## config.mk

```make
export PLATFORM = sky130hd
export DESIGN_NAME = countdown_ctrl
export DESIGN_NICKNAME = d
export VERILOG_FILES = /design/src/rtl/countdown_ctrl.sv
export SDC_FILE = /design/constraint.sdc
export NUM_CORES = 1
export LEC_CHECK = 0
export BUFFER_PORTS_ARGS = -buffer_cell sky130_fd_sc_hd__buf_2
export CORE_MARGIN = 3
export CORE_UTILIZATION = 39
export DETAILED_ROUTE_END_ITERATION = 12
export PLACE_DENSITY = 0.61
export REMOVE_ABC_BUFFERS = 1
export SYNTH_ARGS = -nofsm -noshare
export SYNTH_HDL_FRONTEND = slang
export SYNTH_SLANG_ARGS = --single-unit
```

## constraint.sdc

```tcl
create_clock -name clk -period 6.1 [get_ports clk]
set_clock_uncertainty 0.15 [all_clocks]
set_input_delay 0.61 -clock clk [delete_from_list [all_inputs] [get_ports clk]]
set_output_delay 0.61 -clock clk [all_outputs]
set_load 0.02 [all_outputs]
```

## src/rtl/countdown_ctrl.sv

```systemverilog
// Down-counter controller with pause, abort and optional auto-reload.
// It also keeps a saturating count of the countdowns completed since the last start.
module countdown_ctrl #(
  parameter int unsigned WIDTH = 4,
  parameter int unsigned PW    = 8
) (
  input  logic             clk,
  input  logic             rest,
  input  logic             start,
  input  logic [WIDTH-1:0] load_val,
  input  logic             pause,
  input  logic             abort,
  input  logic             auto_reload,
  output logic             ready,
  output logic             busy,
  output logic [WIDTH-1:0] cnt,
  output logic             done,
  output logic [PW-1:0]    periods
);

  typedef enum logic [1:0] {StIdle, StRun, StPaused, StDone} state_e;

  state_e           r_state, w_state_next;
  logic [WIDTH-1:0] r_cnt, w_cnt_next;
  logic [WIDTH-1:0] r_reload, w_reload_next;
  logic [PW-1:0]    r_periods, w_periods_next;
  logic [PW-1:0]    w_periods_inc;

  assign w_periods_inc = (r_periods == {PW{1'b1}}) ? r_periods : r_periods + 1'b1;

  always_ff @(posedge clk or negedge rest) begin
    if (!rest) begin
      r_state   <= StIdle;
      r_cnt     <= '0;
      r_reload  <= '0;
      r_periods <= '0;
    end else begin
      r_state   <= w_state_next;
      r_cnt     <= w_cnt_next;
      r_reload  <= w_reload_next;
      r_periods <= w_periods_next;
    end
  end

  always_comb begin
    w_state_next   = r_state;
    w_cnt_next     = r_cnt;
    w_reload_next  = r_reload;
    w_periods_next = r_periods;
    unique case (r_state)
      StIdle: begin
        if (start) begin
          w_cnt_next     = load_val;
          w_reload_next  = load_val;
          w_periods_next = '0;
          w_state_next   = StRun;
        end
      end
      StRun: begin
        // Abort outranks pause, which outranks completion.
        if (abort) begin
          w_state_next = StIdle;
          w_cnt_next   = '0;
        end else if (pause) begin
          w_state_next = StPaused;
        end else if (r_cnt != '0) begin
          w_cnt_next = r_cnt - 1'b1;
        end else begin
          w_state_next = StDone;
        end
      end
      StPaused: begin
        if (abort) begin
          w_state_next = StIdle;
          w_cnt_next   = '0;
        end else if (!pause) begin
          w_state_next = StRun;
        end
      end
      StDone: begin
        // The pulse is already visible, so the period counts even if aborted.
        w_periods_next = w_periods_inc;
        if (abort) begin
          w_state_next = StIdle;
          w_cnt_next   = '0;
        end else if (auto_reload) begin
          w_state_next = StRun;
          w_cnt_next   = r_reload;
        end else begin
          w_state_next = StIdle;
        end
      end
      default: w_state_next = StIdle;
    endcase
  end

  assign ready   = (r_state == StIdle);
  assign busy    = (r_state != StIdle);
  assign done    = (r_state == StDone);
  assign cnt     = r_cnt;
  assign periods = r_periods;

endmodule
```

Word-level counts from Yosys, hierarchy flattened
Cells that the tools add are included.
{ "classes": {"add_sub_neg": 2, "eq_ne": 12, "muxes": 20, "n_reduce_logical": 8} }
{ "ops": {"columns": ["cell", "n"], "rows": [
  ["4-bit 2-to-1 mux", 7],
  ["8-bit 2-to-1 mux", 2],
  ["4-bit case mux with 4 select lines", 1],
  ["8-bit case mux with 2 select lines", 1],
  ["2-bit 2-to-1 mux", 6],
  ["3-bit != test, second input constant", 4],
  ["8-bit by 1-bit adder with 8-bit output, second input constant", 1],
  ["8-bit equality test, second input constant", 1],
  ["2-bit case mux with 4 select lines", 1],
  ["2-bit != test, second input constant", 3],
  ["3-bit AND reduction", 2],
  ["5-bit AND reduction", 1],
  ["2-bit equality test, second input constant", 2],
  ["4-bit != test, second input constant", 1],
  ["2-bit nonzero test", 2],
  ["4-bit nonzero test", 1],
  ["4-bit by 1-bit subtractor with 4-bit output, second input constant", 1],
  ["2-bit by 1-bit equality test with 1-bit output, second input constant", 1],
  ["2-bit logical NOT", 1],
  ["1-bit 2-to-1 mux", 2],
  ["2-bit AND reduction", 1]
]} }
{ "totals": {"reg_bits": 18, "inputBits": 10, "elab_cells": 46} }

Depth between registers and ports, before layout
Gate-level depths: netlist (run 1).
{ "logic_depth": {"depth_word": 5, "depth_mapped": 6, "depth_no_buf": 6} }

Worst setup path after synthesis (run 1)
Ideal clock, no wire load.
{ "synth_timing": {"kind": "register to register", "start": "reg r_cnt[0], in the netlist cnt[0]", "end": "reg r_cnt[0], in the netlist cnt[0]", "setup_time_ps": 125, "arrival_time_ps": 1828, "required_time_ps": 5825, "setup_slack_ps": 3997, "path_stages_with_launch": 7, "period_less_slack_ps": 2103, "cell_sequence": "dfrtp_1 inv_1 ha_1 or3b_4 a2111oi_4 nor2_2 mux2_4"} }
{ "synth_via": {"elab_chain_len": 5, "word_cells_on_any_way": 8} }
{ "synth_rtl": {"columns": ["item", "line", "text"], "rows": [
  ["start, declared", "24", "logic [WIDTH-1:0] r_cnt, w_cnt_next;"],
  ["start signal, assigned", "39", "r_cnt <= w_cnt_next;"],
  ["4-bit by 1-bit subtractor with 4-bit output", "67", "w_cnt_next = r_cnt - 1'b1;"],
  ["4-bit 2-to-1 mux", "66", "end else if (r_cnt != '0) begin"],
  ["4-bit 2-to-1 mux", "64", "end else if (pause) begin"],
  ["4-bit 2-to-1 mux", "61", "if (abort) begin"],
  ["4-bit case mux with 4 select lines", "50", "unique case (r_state)"]
]} }
Parallel ways exist; a longest one is shown, timed or not. The select of a mux whose other input is x is not followed.
A chain may end at the register's enable or synchronous reset.

Worst setup path in the final report (run 1)
{ "layout_timing": {"start": "reg r_state[1]", "end": "out ready"} }
{ "layout_via": {"elab_chain_len": 1} }
{ "layout_rtl": {"columns": ["item", "line", "text"], "rows": [
  ["start, declared", "23", "state_e r_state, w_state_next;"],
  ["start signal, assigned", "33", "r_state <= StIdle;"],
  ["start signal, assigned", "38", "r_state <= w_state_next;"],
  ["2-bit logical NOT", "97", "assign ready = (r_state == StIdle);"],
  ["end, declared", "14", "output logic ready,"]
]} }
No other way between the ends.

==> results.cfg, run 1 <==
[outcome]
status = finished clean

[critical_path]
crit_type = flip-flop to primary output
cp.arrival_ns = 1.59
critPathLaunchType = flip-flop
end_kind = primary output
worst_ep_required_time_ns = 5.34
crit_fanout = 16

[synthesis]
ys.flop_type = dfrtp_1
synthArstFlopShare_pct = 100
synthTopCellsByCount = 19 x nand2_1, 18 x dfrtp_1, 13 x nor2_1
ys_warn_count = 0
synth.most_common_cell = nand2_1
synth_top_area_share_pct = 42.0
synthesis.area_sq_um = 1070
syn_area_per_cell_sq_um = 8.79
ys_seq_area_share_pct = 42.0
synth-edff-count = 0
yosys.area.top_type = dfrtp_1
ys_types = 36
synth_seq_cells = 18
yosys-top-cells-area = dfrtp_1 42%, nand2_1 6.7%, nor2_1 4.6%
synthCells = 122

[clock_network]
clk_pin_slew_worst_paths_ns = 0.10
cts_tree = done
holdBufCountCts = 0
cts_buffer_depth = 2
htreeDepth = 1
cts_setup_buffers = 0
cts_resized = 0
cts_buffers = 3
insertion_delay_ns = 0.29
cts-root-buf = clkbuf_4
clock_sinks = 18

[floorplanning]
boundaryPins = 25
initial_core_util_pct = 42.1
die_h_um = 58.4
die-area_sq_um = 3410
core_sq_um = 2540
std_cell_rows = 18
die_w_um = 58.4

[power]
pwr_density_cell_nw_per_um2 = 340
leakage_nw = 0.617
p_sw_share_pct = 41.5
p_sw_uw = 175
combinationalPowerShare_pct = 42.5
ir_drop_uv = 208
p_seq_share_pct = 43.3
clockPowerShare_pct = 14.2
p_int_uw = 247
power.total_uw = 422

[routing]
highest_layer = met4
vias = 969
dr_wl_met2_um = 1150
vias_per_cell = 5.51
wl_met3_um = 138
wl_met1_um = 1120
postRouteWirelength_um = 2430
ant_nets = 0
drc = 0
firstDrtPassIters = 4
wire_per_inst_um = 13.8
drt-initial-drc-count = 18

[timing]
max_slew_margin_pct = 67.4
drv_slew = 0
setup_viol = 0
finalHoldViolations = 0
grt_setup_unrepaired = no
tightest_slew_ns = 0.488
fin_hold_ws_ns = 0.0833
layout_setup_ws_ns = 3.75
fin_crit_sh_pct = 38.5
min_period_ns = 2.35
max_freq_mhz = 426
fin_tns_setup_ns = 0

[grt]
grt_pass1_wl_um = 4130
grt_pass1_vias = 891
grt_antenna_before_repair = 0
grt.total_usage_pct = 16.1
gr-total-overflow = 0
grt_max_degree = 19

[place]
routabilityCongestion = 0.820
io_buffers = 24
dp_hpwl_um = 1820
pre_cts_ws_ns = 4.00

[final_layout]
nets = 161
antenna_cells = 0
fillers = 265
area_growth_syn_to_layout_pct = 15.6
drive_above_1_share_pct = 23.3

[job]
drv_cap = 0

[hold_path]
worstHoldPathType = primary input to asynchronous set/reset pin
path summary, 6_finish.rpt:
| path | start | to | slack, ns | cells past startpoint |
|---|---|---|---|---|
| min in group clk | r_reload[2] | r_reload[2] | 0.34 | 2 |
| min | rest | periods[0] | 0.08 | 1 |
| max reg2reg | cnt[0] | cnt[1] | 4.00 | 6 |
| max | r_state[1] | ready | 3.75 | 2 |
| min reg2reg | r_reload[2] | r_reload[2] | 0.34 | 2 |
| max in group asynchronous | rest | cnt[0] | 5.42 | 1 |
state kept, by name, indices dropped and copies added (netlist names):
signal / cells
cnt: 4
periods: 8
r_reload: 4
r_state: 2
power by group through the flow:
stage / combinational, mW / clock, mW / sequential, mW
floorplan: 0.113 / 0 / 0.196
global placement: 0.178 / 0 / 0.183
detailed placement: 0.182 / 0 / 0.186
CTS: 0.182 / 0.0627 / 0.183
global route: 0.199 / 0.0715 / 0.190
finish: 0.179 / 0.0600 / 0.183
critical path, stage by stage (launching register included):
cell and delay, ns:
dfrtp_1 0.57, nor2_1 0.47, buf_2 0.26
cell families after synthesis:
kind of cell	Yosys count	synth area share (%)
buf+inv	12	4.32
flops	18	42.0
simple gates	57	25.4
compound gates	25	17.5
xor+xnor	2	1.63
mux	5	5.60
fa+ha+maj	3	3.50
cells in the final DEF (no fill, tap or decap), drive strengths merged, types with 3 or more instances in the layout:
cell / n
buf: 24
nand2: 20
dfrtp: 18
nor2: 14
inv: 9
o21ai: 9
nand3: 7
nor3: 4
mux2i: 3
a21oi: 3
ha: 3
clkbuf: 3
final cells by class:
cell class                      instances  area [sq um]  area share (%)
Multi-Input combinational cell         92           576            46.4
Sequential cell                        18           450            36.3
Timing Repair Buffer                   24           120            9.69
Tap cell                               30          37.5            3.03
Inverter                                9          33.8            2.72
Clock buffer                            3          22.5            1.82
metal layers:
metal  track usage (%)  vias to the layer above
met5                 0                        -
met4              7.28                        0
met3              3.95                        2
met2              23.8                       23
met1              22.3                      469
li1                  -                      475
through the flow:
step	util [%]	cells	instance area, sq um
after floorplan	-	119	1060
after CTS	48.7	176	1240
after detailed placement	47.8	173	1220
after global routing	48.7	176	1240
final	48.7	176	1240
after global placement	47.8	173	1220
No activity file was read; power rests on OpenSTA's default activity.
==> run 2: changes to the inputs <==
==> constraint.sdc (replaced) <==
create_clock -name clk -period 2.3 [get_ports clk]
set_clock_uncertainty 0.15 [all_clocks]
set_input_delay 0.23 -clock clk [delete_from_list [all_inputs] [get_ports clk]]
set_output_delay 0.23 -clock clk [all_outputs]
set_load 0.02 [all_outputs]
==> results.cfg, run 2 (synthesis results as in run 1) <==
[timing]
fin_tns_setup_ns = 0
tightest_slew_ns = 0.496
fin_crit_sh_pct = 93.1
min_period_ns = 2.14
setup_viol = 0
layout_setup_ws_ns = 0.159
drv_slew = 0
finalHoldViolations = 0
grt_setup_unrepaired = no
max_slew_margin_pct = 66.8
max_freq_mhz = 467

[clock_network]
htreeDepth = 1
clk_pin_slew_worst_paths_ns = 0.10
cts_tree = done
cts_buffers = 3
cts_resized = 0
clock_sinks = 18
cts_buffer_depth = 2
cts-root-buf = clkbuf_4
insertion_delay_ns = 0.30

[critical_path]
setup.worst_path.start = cnt[0]
worst_ep_required_time_ns = 2.34
critPathTopFamily = simple AND/OR/NAND/NOR gates
crit_slowest_cell = dfrtp_1
path_cells = inv_1, ha_1, or3b_4, a2111oi_4, nor2_2, mux2_4
critPathLaunchType = flip-flop
crit_type = flip-flop to flip-flop
cp.arrival_ns = 2.18
r2r_start = cnt[0]
crit_fanout = 4
end_kind = flip-flop
worst-path-buf-inv = 1
max_stage_delay_ns = 0.42

[outcome]
status = finished clean

[grt]
grt.busiest_layer = met2
use_met2_pct = 25.7
use_met1_pct = 23.4
grt_max_degree = 19
grt_antenna_before_repair = 0
gr-total-overflow = 0
grt_pass1_vias = 938
use_met3_pct = 4.39
grt_pass1_wl_um = 4390
grt.total_usage_pct = 17.0

[final_layout]
nets = 166
drive_above_1_share_pct = 23.2
mostFrequentLayoutCells = 24 x buf_2, 19 x nand2_1, 18 x dfrtp_1
antenna_cells = 0
multi_input_area_sq_um = 576
fillers = 261
mostFrequentLayoutCell = buf_2
fin_area_sq_um = 1290
final-seq-area_sq_um = 450
area_growth_syn_to_layout_pct = 20.1
largest_reg_flops = 8

[routing]
firstDrtPassIters = 4
vias = 982
drc = 0
wire_per_inst_um = 14.3
vias_per_cell = 5.43
drt-initial-drc-count = 18
ant_nets = 0
postRouteWirelength_um = 2580

[floorplanning]
die-area_sq_um = 3410
std_cell_rows = 18
core_sq_um = 2540
die_h_um = 58.4
boundaryPins = 25
initial_core_util_pct = 42.1
die_w_um = 58.4

[job]
drv_cap = 0

[place]
routabilityCongestion = 0.826
dp_hpwl_um = 1940
io_buffers = 24
pre_cts_ws_ns = 0.177
place_area_sq_um = 1220

[power]
combinationalPowerShare_pct = 44.0
pwr_density_cell_nw_per_um2 = 893
p_sw_uw = 484
ir_drop_uv = 557
p_seq_share_pct = 41.8
p_sw_share_pct = 42.1
leakage_nw = 0.639
clockPowerShare_pct = 14.2
p_int_uw = 666

[hold_path]
min_from = load_val[0]
worstHoldPathType = primary input to flip-flop
run 2: area by class of cell:
cell class | count | area share (%)
Clock buffer | 3 | 1.75
Timing Repair Buffer | 29 | 13.0
Inverter | 9 | 2.62
Sequential cell | 18 | 35.0
Multi-Input combinational cell | 92 | 44.7
Tap cell | 30 | 2.92
run 2: stage by stage:
| step | cells | power [mW] | utilization, % | hold slack (ns) |
|---|---|---|---|---|
| after detailed placement | 174 | 0.988 | 48.1 | 0.0405 |
| final | 181 | 1.15 | 50.6 | 0.00525 |
| after global placement | 174 | 0.964 | 48.1 | 0.0373 |
| after floorplan | 119 | 0.821 | - | -0.216 |
| after CTS | 181 | 1.15 | 50.6 | 0.00102 |
| after global routing | 181 | 1.24 | 50.6 | 0.0125 |
run 2: metal layers:
metal	wire length, um	vias to the layer above
li1	-	484
met1	1280	477
met2	1170	16
met3	99	5
met4	36	0
met5	0	-
run 2: timing repair:
item	4_1_cts	5_1_grt
buffers inserted	0	0
hold endpoints to repair	21	0
hold buffers	4	0
run 2: final timing paths:
check,depth (start not counted),to,slack (ns)
max in group asynchronous,2,cnt[1],1.46
min,3,r_reload[0],0.005
min in group asynchronous,2,periods[1],0.24
max reg2reg,6,cnt[1],0.16
min reg2reg,2,r_reload[3],0.34
max,6,cnt[1],0.16
run 2: tightest hold or removal path, stage by stage:
cell     delay [ns]
buf_2          0.09
nand2_1        0.05
nand2_1        0.05
run 2: power by group through the flow:
stage / sequential [mW] / combinational, mW / clock (mW)
after floorplan: 0.520 / 0.301 / 0
after global placement: 0.479 / 0.484 / 0
after detailed placement: 0.487 / 0.501 / 0
after CTS: 0.480 / 0.508 / 0.166
after global routing: 0.496 / 0.559 / 0.187
final: 0.481 / 0.506 / 0.163
==> run 3: changes to the inputs <==
--- a/config.mk
+++ b/config.mk
@@ -6,10 +6,12 @@
 export NUM_CORES = 1
 export LEC_CHECK = 0
 export BUFFER_PORTS_ARGS = -buffer_cell sky130_fd_sc_hd__buf_2
+export CELL_PAD_IN_SITES_DETAIL_PLACEMENT = 0
+export CELL_PAD_IN_SITES_GLOBAL_PLACEMENT = 1
 export CORE_MARGIN = 3
 export CORE_UTILIZATION = 39
 export DETAILED_ROUTE_END_ITERATION = 12
-export PLACE_DENSITY = 0.61
+export PLACE_DENSITY = 0.78
 export REMOVE_ABC_BUFFERS = 1
 export SYNTH_ARGS = -nofsm -noshare
 export SYNTH_HDL_FRONTEND = slang
==> results.cfg, run 3 (synthesis results as in run 1) <==
[outcome]
status = finished clean

[timing]
fin_tns_setup_ns = 0
tightest_slew_ns = 0.471
finalHoldViolations = 0
layout_setup_ws_ns = 0.176
drv_slew = 0
max_slew_margin_pct = 68.5
grt_setup_unrepaired = no
max_freq_mhz = 471
min_period_ns = 2.12
setup_viol = 0
fin_crit_sh_pct = 92.4

[hold_path]
min_from = load_val[3]
worstHoldPathType = primary input to flip-flop
hold_path_depth = 3
min_to = r_reload[3]

[clock_network]
htreeDepth = 1
cts_buffers = 3
clk_pin_slew_worst_paths_ns = 0.10
insertion_delay_ns = 0.29
cts_tree = done
clock_sinks = 18
cts-root-buf = clkbuf_4
cts_setup_buffers = 0
cts_buffer_depth = 2

[routing]
vias_per_cell = 5.28
wire_per_inst_um = 13.4
vias = 956
ant_nets = 0
firstDrtPassIters = 4
drt-initial-drc-count = 30
postRouteWirelength_um = 2430
drc = 0

[final_layout]
nets = 166
mostFrequentLayoutCell = buf_2
multi_input_area_sq_um = 576
fillers = 246
area_growth_syn_to_layout_pct = 20.1
final-seq-area_sq_um = 450
largest_reg_flops = 8
antenna_cells = 0
drive_above_1_share_pct = 23.2
mostFrequentLayoutCells = 24 x buf_2, 19 x nand2_1, 18 x dfrtp_1

[critical_path]
r2r_end = cnt[1]
setup.worst_path.start = cnt[0]
rrSetupSlack_ns = 0.18
end_kind = flip-flop
r2r_start = cnt[0]
crit_type = flip-flop to flip-flop
cp.arrival_ns = 2.16
critPathLaunchType = flip-flop
worstRegToRegCells = 6
crit_fanout = 4
worst_ep_required_time_ns = 2.33

[power]
leakage_nw = 0.638
power.total_mw = 1.13
ir_drop_uv = 576
pwr_density_cell_nw_per_um2 = 874

[grt]
gr-total-overflow = 0
grt_max_degree = 19
grt.total_usage_pct = 15.8
grt_antenna_before_repair = 0
grt_pass1_vias = 896
grt_pass1_wl_um = 4110

[floorplanning]
boundaryPins = 25
core_sq_um = 2540
die_w_um = 58.4
die-area_sq_um = 3410
std_cell_rows = 18
initial_core_util_pct = 42.1
die_h_um = 58.4

[place]
io_buffers = 24
dp_hpwl_um = 1860
routabilityCongestion = 0.798
pre_cts_ws_ns = 0.192

[job]
drv_cap = 0
run 3: cell counts in the layout (fill, tap and decap cells not counted):
Identical to the previous run, type by type.
run 3: metrics by stage:
step	hold slack (ns)	cells	utilization (%)	area [sq um]
floorplan	-0.216	119	-	1060
global placement	0.0323	174	48.1	1220
detailed placement	0.0405	174	48.1	1220
CTS	0.00928	181	50.6	1290
global route	0.0185	181	50.6	1290
finish	0.0150	181	50.6	1290
run 3: metal layers:
| metal | part of all wire [%] | wire (um) | global-route usage [%] | up-vias |
|---|---|---|---|---|
| li1 | - | - | - | 484 |
| met1 | 47 | 1130 | 20.4 | 448 |
| met2 | 48 | 1170 | 26.3 | 22 |
| met3 | 4.6 | 113 | 4.61 | 2 |
| met4 | 0.49 | 12 | 2.98 | 0 |
| met5 | 0 | 0 | 0 | - |
run 3: worst max path at each step:
stage | to | slack, ns | cells past startpoint
after CTS | cnt[1] | 0.18 | 6
after floorplan | cnt[0] | 0.20 | 6
after detailed placement | cnt[1] | 0.19 | 6
final | cnt[1] | 0.18 | 6
after global routing | cnt[0] | 0.05 | 6
after global placement | cnt[0] | 0.24 | 6
run 3: area by class of cell:
| type | instances | area share (%) |
|---|---|---|
| multi-input cells | 92 | 44.7 |
| inverters | 9 | 2.62 |
| flip-flops and latches | 18 | 35.0 |
| well taps | 30 | 2.92 |
| clock buffers | 3 | 1.75 |
| repair buffers | 29 | 13.0 |
run 3: worst max-delay path, cell delays in order, from the launching register on:
cell and delay [ns]:
dfrtp_1 0.41, inv_1 0.10, ha_1 0.15, or3b_4 0.40, a2111oi_4 0.36, nor2_2 0.13, mux2_4 0.32
run 3: repair_timing:
item | 4_1_cts | 5_1_grt
hold buffers | 4 | 0
resized for setup | 0 | 0
endpoints found under the hold margin | 21 | 0
run 3: power by group:
group	leakage (nW)	internal, mW	switching (mW)
clock	0.0138	0.0609	0.0951
combinational	0.388	0.209	0.274
sequential	0.236	0.393	0.0932
total	0.638	0.663	0.462
